===== src/rtl/tcp_vlg_ka_rsp.sv =====
// Keep-alive responder: detects TCP keep-alive probes for one connection and requests a pure ACK.
// Optional probe counter is built only when TCP_VLG_KA_RSP_STAT_EN is defined.
package tcp_vlg_ka_rsp_pkg;
  typedef enum logic [2:0] {
    TCP_CLOSED, TCP_LISTENING, TCP_CONNECTING, TCP_CONNECTED, TCP_DISCONNECTING
  } tcp_stat_t;

  typedef struct packed {
    logic ns, cwr, ece, urg, ack, psh, rst, syn, fin;
  } tcp_flags_t;

  typedef struct packed {
    logic [15:0] src_port;
    logic [15:0] dst_port;
    logic [31:0] seq_num;
    tcp_flags_t  tcp_flags;
  } tcp_hdr_t;

  typedef struct packed {
    logic        val;
    tcp_hdr_t    tcp_hdr;
    logic [15:0] pl_len;
  } rx_meta_t;

  typedef struct packed {
    logic [15:0] loc_port;
    logic [15:0] rem_port;
    logic [31:0] loc_ack;
  } tcb_t;
endpackage

module tcp_vlg_ka_rsp
  import tcp_vlg_ka_rsp_pkg::*;
#(
  parameter int ENABLE  = 1,
  parameter int HOLDOFF = 1250000,
  parameter int TIMEOUT = 125000
) (
  input  logic        clk_i,
  input  logic        rst_n_i,
  input  tcb_t        tcb_i,
  input  rx_meta_t    rx_i,
  input  tcp_stat_t   status_i,
  output logic        send_o,
  input  logic        sent_i,
  output logic        err_o,
  output logic [15:0] probe_cnt_o
);
  localparam int MAXC = (HOLDOFF > TIMEOUT) ? HOLDOFF : TIMEOUT;
  localparam int CW   = (MAXC > 0) ? $clog2(MAXC + 1) : 1;
  localparam logic [CW-1:0] HO_LAST = CW'(HOLDOFF);
  localparam logic [CW-1:0] TO_LAST = CW'(TIMEOUT - 1);

  typedef enum logic [1:0] {IDLE, SEND, HOLD} state_t;

  state_t        state_q;
  logic [CW-1:0] cnt_q;
  logic          send_q, err_q, pend_q, disc_q;
  logic          srst, probe;

  assign srst = !rst_n_i || disc_q;

  // A keep-alive probe re-sends the byte just before loc_ack (seq wraps modulo 2^32).
  assign probe = rx_i.val
              && rx_i.tcp_hdr.dst_port == tcb_i.loc_port
              && rx_i.tcp_hdr.src_port == tcb_i.rem_port
              && rx_i.tcp_hdr.tcp_flags.ack
              && !rx_i.tcp_hdr.tcp_flags.syn
              && !rx_i.tcp_hdr.tcp_flags.fin
              && !rx_i.tcp_hdr.tcp_flags.rst
              && rx_i.tcp_hdr.seq_num == (tcb_i.loc_ack - 32'd1)
              && rx_i.pl_len <= 16'd1;

  logic unused_flags;
  assign unused_flags = ^{rx_i.tcp_hdr.tcp_flags.ns, rx_i.tcp_hdr.tcp_flags.cwr,
                          rx_i.tcp_hdr.tcp_flags.ece, rx_i.tcp_hdr.tcp_flags.urg,
                          rx_i.tcp_hdr.tcp_flags.psh};

  always_ff @(posedge clk_i) begin
    disc_q <= (status_i != TCP_CONNECTED);
    if (srst) begin
      state_q <= IDLE;
      cnt_q   <= '0;
      send_q  <= 1'b0;
      err_q   <= 1'b0;
      pend_q  <= 1'b0;
    end else begin
      err_q <= 1'b0;
      unique case (state_q)
        IDLE: begin
          if (probe && ENABLE != 0) begin
            state_q <= SEND;
            send_q  <= 1'b1;
            cnt_q   <= '0;
          end
        end
        SEND: begin
          // Probes seen while the request is outstanding are covered by it.
          if (sent_i) begin
            state_q <= HOLD;
            send_q  <= 1'b0;
            cnt_q   <= '0;
          end else if (cnt_q == TO_LAST) begin
            state_q <= HOLD;
            send_q  <= 1'b0;
            err_q   <= 1'b1;
            cnt_q   <= '0;
          end else begin
            cnt_q <= cnt_q + CW'(1);
          end
        end
        HOLD: begin
          if (cnt_q == HO_LAST) begin
            pend_q <= 1'b0;
            cnt_q  <= '0;
            if (pend_q || probe) begin
              state_q <= SEND;
              send_q  <= 1'b1;
            end else begin
              state_q <= IDLE;
            end
          end else begin
            cnt_q <= cnt_q + CW'(1);
            if (probe) pend_q <= 1'b1;
          end
        end
        default: state_q <= IDLE;
      endcase
    end
  end

  assign send_o = send_q;
  assign err_o  = err_q;

`ifdef TCP_VLG_KA_RSP_STAT_EN
  logic [15:0] probe_cnt_q, probe_cnt_d;

  always_comb begin
    probe_cnt_d = probe_cnt_q;
    if (state_q == SEND && sent_i && probe_cnt_q != 16'hFFFF)
      probe_cnt_d = probe_cnt_q + 16'd1;
  end

  always_ff @(posedge clk_i) begin
    if (srst) probe_cnt_q <= '0;
    else      probe_cnt_q <= probe_cnt_d;
  end

  assign probe_cnt_o = probe_cnt_q;
`else
  assign probe_cnt_o = '0;
`endif
endmodule


===== config.mk =====
export PLATFORM = sky130hd
export DESIGN_NAME = tcp_vlg_ka_rsp
export DESIGN_NICKNAME = d
export VERILOG_FILES = /design/src/rtl/tcp_vlg_ka_rsp.sv
export SDC_FILE = /design/constraint.sdc
export NUM_CORES = 1
export LEC_CHECK = 0
export CORE_UTILIZATION = 36
export DETAILED_ROUTE_END_ITERATION = 16
export PLACE_DENSITY = 0.89
export SKIP_CTS_REPAIR_TIMING = 1
export SLEW_MARGIN = 20
export SYNTH_ARGS = -nofsm -noshare
export SYNTH_HDL_FRONTEND = slang
export SYNTH_SLANG_ARGS = --single-unit

===== constraint.sdc =====
create_clock -name clk_i -period 4.2 [get_ports clk_i]
set_clock_uncertainty 0.15 [all_clocks]
set_input_delay 0.84 -clock clk_i [delete_from_list [all_inputs] [get_ports clk_i]]
set_output_delay 0.84 -clock clk_i [all_outputs]
set_load 0.01 [all_outputs]

==> results of run 1 <==
## power breakdown
group          switching [uW]  internal, uW
sequential              0.152           256
combinational             137           207
clock                    86.3          67.5
## cell usage in the layout, fill, tap and decap left out, types with 7 or more instances in the layout
cell / synthesis / routed
ha_1: 7 / 7
nor2_1: 28 / 28
conb_1: 1 / 16
or3_1: 8 / 7
nor4_1: 26 / 21
clkdlybuf4s50_1: 0 / 151
o21ai_0: 12 / 10
inv_1: 10 / 10
or4_1: 16 / 14
nand2_1: 23 / 23
dfxtp_1: 27 / 27
nand4_1: 15 / 15
xor2_1: 57 / 57
xnor2_1: 24 / 24
a21oi_1: 14 / 12
and3_1: 9 / 9
o31ai_1: 9 / 9
nor3_1: 17 / 14
buf_4: 16 / 56
nand3_1: 10 / 10
## per-layer routing
layer | vias to the layer above | share of wire
li1 | 1939 | -
met1 | 1960 | 0.37
met2 | 198 | 0.53
met3 | 36 | 0.064
met4 | 0 | 0.029
met5 | - | 0
## worst paths after layout
path,startpoint,slack [ns],depth (start not counted),to
hold reg to reg,send_o,0.36,2,send_o
hold / removal,send_o,0.36,2,send_o
setup reg to reg,cnt_q[9],1.50,7,cnt_q[12]
setup / recovery,tcb_i[5],0.06,14,cnt_q[8]
## worst max-delay path, stage by stage
cell	delay [ns]
clkdlybuf4s50_1	0.43
buf_4	0.16
nor4_4	0.27
buf_4	0.16
nand4_1	0.22
buf_6	0.22
or4_1	0.49
nand3_1	0.09
o22ai_2	0.12
nor4_4	0.30
buf_6	0.17
nor2_4	0.06
or4_1	0.53
a21oi_1	0.15
## cell families after synthesis
logic type / share of synthesized area
other: 0.001184
adder cells (fa/ha/maj): 0.02766
AND/OR/NAND/NOR: 0.3516
buffers and inverters: 0.06559
multiplexers: 0.009483
flip-flops: 0.1707
XOR/XNOR: 0.2240
AO/OA/AOI/OAI: 0.1497
## through the flow
step / cells / cell area, um2 / setup TNS (ns) / utilization / setup slack [ns]
after floorplan: 426 / 3223 / 0 / - / 0.01756
after global placement: 716 / 5149 / -8.850 / 0.6143 / -0.4633
after detailed placement: 716 / 5149 / -12.10 / 0.6143 / -0.6267
after CTS: 720 / 5197 / -5.219 / 0.6201 / -0.3464
after global routing: 727 / 5430 / -0.3024 / 0.6479 / -0.06829
final: 727 / 5430 / 0 / 0.6479 / 0.05575
## flip-flops by register name, indices dropped and copies added, names as in the netlist
| name | cells |
|---|---|
| state_q | 2 |
| send_o | 1 |
| disc_q | 1 |
| err_o | 1 |
| cnt_q | 21 |
| pend_q | 1 |
## synthesized netlist by cell type (5+ instances only)
cell | n | share of area
nand2_1 | 23 | 0.027
nor3_1 | 17 | 0.027
or4_1 | 16 | 0.038
ha_1 | 7 | 0.028
nor2_1 | 28 | 0.033
nor4_1 | 26 | 0.051
nand2b_1 | 5 | 0.0099
nand4_1 | 15 | 0.030
inv_1 | 10 | 0.012
nor4b_1 | 5 | 0.014
xor2_1 | 57 | 0.16
and3_1 | 9 | 0.018
or3_1 | 8 | 0.016
nand3_1 | 10 | 0.016
o21ai_0 | 12 | 0.019
o31ai_1 | 9 | 0.021
dfxtp_1 | 27 | 0.17
nand3b_1 | 5 | 0.012
o2111ai_1 | 5 | 0.014
xnor2_1 | 24 | 0.066
buf_4 | 16 | 0.038
a21oi_1 | 14 | 0.022
## area by class of cell
class,count,area [um2]
Timing Repair Buffer,215,2027
Clock buffer,3,41.29
Tap cell,105,131.4
Multi-Input combinational cell,366,2645
Fill cell,631,2952
Sequential cell,27,540.5
Inverter,10,37.54
Clock inverter,1,7.507
==> reports/summary.txt, run 1 <==
==========================================================================================
Worst-case hold slack .......................................................    0.3561 ns
Core area ...................................................................     8382 um2
Post-detailed-placement half-perimeter wirelength ...........................     9.527 mm
Drc violations ..............................................................            0
Global Route met3 Usage .....................................................      0.03160
Most Crowded Layer GR .......................................................         met2
Power per cell area ......................................................... 138.9 nW/um2
Final net count .............................................................          790
CTS Root Buffer Type ........................................................     clkbuf_8
Critical Path RT ............................................................      4.27 ns
Arr. time, crit path ........................................................      4.22 ns
First-pass GRT wire length ..................................................     17.85 mm
TritonCTS Buffers ...........................................................            3
Sink Count ..................................................................           27
Via count ...................................................................         4133
Die area ....................................................................     9176 um2
Iteration-0 DRC count of the detailed router ................................          245
Cell leakage power ..........................................................  0.001975 uW
Largest fanout on the critical path .........................................            7
Unrepaired setup endpoints after global routing .............................          yes
Count of state elements after synthesis .....................................           27
Routed vias/inst ............................................................        5.685
Via count of the first global-routing pass ..................................         3999
Number of max-slew violations in the final report ...........................            0
TritonCTS clock tree ........................................................         done
Final RePlAce weighted congestion ...........................................       0.8976
Number of rows in the core area .............................................           33
Signed area change from the synthesized netlist to the final layout .........       71.47%
Number of levels the H-tree was split into ..................................            1
Layout cells sized above 1 ..................................................       0.1592
Antenna violations before repair ............................................            0
Status ...................................................................... finished, final reports clean
Total length of routed wires ................................................     11.82 mm
Time the final worst path needs with I/O delays and setup ...................     4.144 ns
Clock latency on the worst-skew pair ........................................      0.28 ns
Input/output buffers ........................................................          155
Most common flop cell mapped by yosys .......................................      dfxtp_1
Global Route met1 Usage .....................................................       0.2748
Total grt overflow ..........................................................            0
Type of the tightest min-delay check ........................................ flop to flop
Number of iterations in the first detailed-routing pass .....................            4
Normalized max-slew margin ..................................................       0.3309
Global router's overall resource usage ......................................       0.2422
Final setup violation count .................................................            0
Fraction of synthesis flops using an asynchronous set or reset pin ..........            0
Maximum clock path buffer count .............................................            2
Tcrit/Tclk final ............................................................       0.9867
Number of distinct standard cells referenced by the synthesized netlist .....           58
Number of I/O pins ..........................................................          178
Clock edge transition at the registers on the reported setup and hold paths .      0.10 ns
Average cell area after synthesis ...........................................    7.705 um2
Fmax ........................................................................    241.3 MHz
Measured slew at the worst slew-check pin ...................................     1.002 ns
Post-Synthesis Cells ........................................................          411
Number of violations of the max-capacitance limit ...........................            0
Post-synthesis instance area ................................................     3167 um2
Sequential share of the synthesized area ....................................       0.1707
Number of antenna cells inserted ............................................            0
Die boundary height .........................................................     95.79 um
EDFF count, synth ...........................................................            0
Worst supply voltage drop on vdd ............................................ 0.00009054 V
Crit path kind .............................................................. primary input to flop
Die width ...................................................................     95.79 um
Global routing met2 resource utilization ....................................       0.4631
Total of warnings raised by yosys ...........................................            0
Kind of end point of the critical path ......................................         flop
Starting Density ............................................................       0.3778
Count of nets left with antenna violations after detail routing .............            0
Overall power after layout ..................................................     754.0 uW
Average detailed-routed wire length per instance ............................     16.26 um
Startpoint type of the worst setup path ..................................... primary input
Pin count of the biggest net entering global routing ........................           23
Number of hold-slack violations in the final timing report ..................            0
==========================================================================================
Power figures use the tool's default switching activity.
==> inputs of run 2 (changes only) <==
--- a/config.mk
+++ b/config.mk
@@ -5,6 +5,7 @@
 export SDC_FILE = /design/constraint.sdc
 export NUM_CORES = 1
 export LEC_CHECK = 0
+export ABC_AREA = 0
 export CORE_UTILIZATION = 36
 export DETAILED_ROUTE_END_ITERATION = 16
 export PLACE_DENSITY = 0.89
==> results of run 2 <==
Final layout, timing and power as in run 1 (identical DEF).
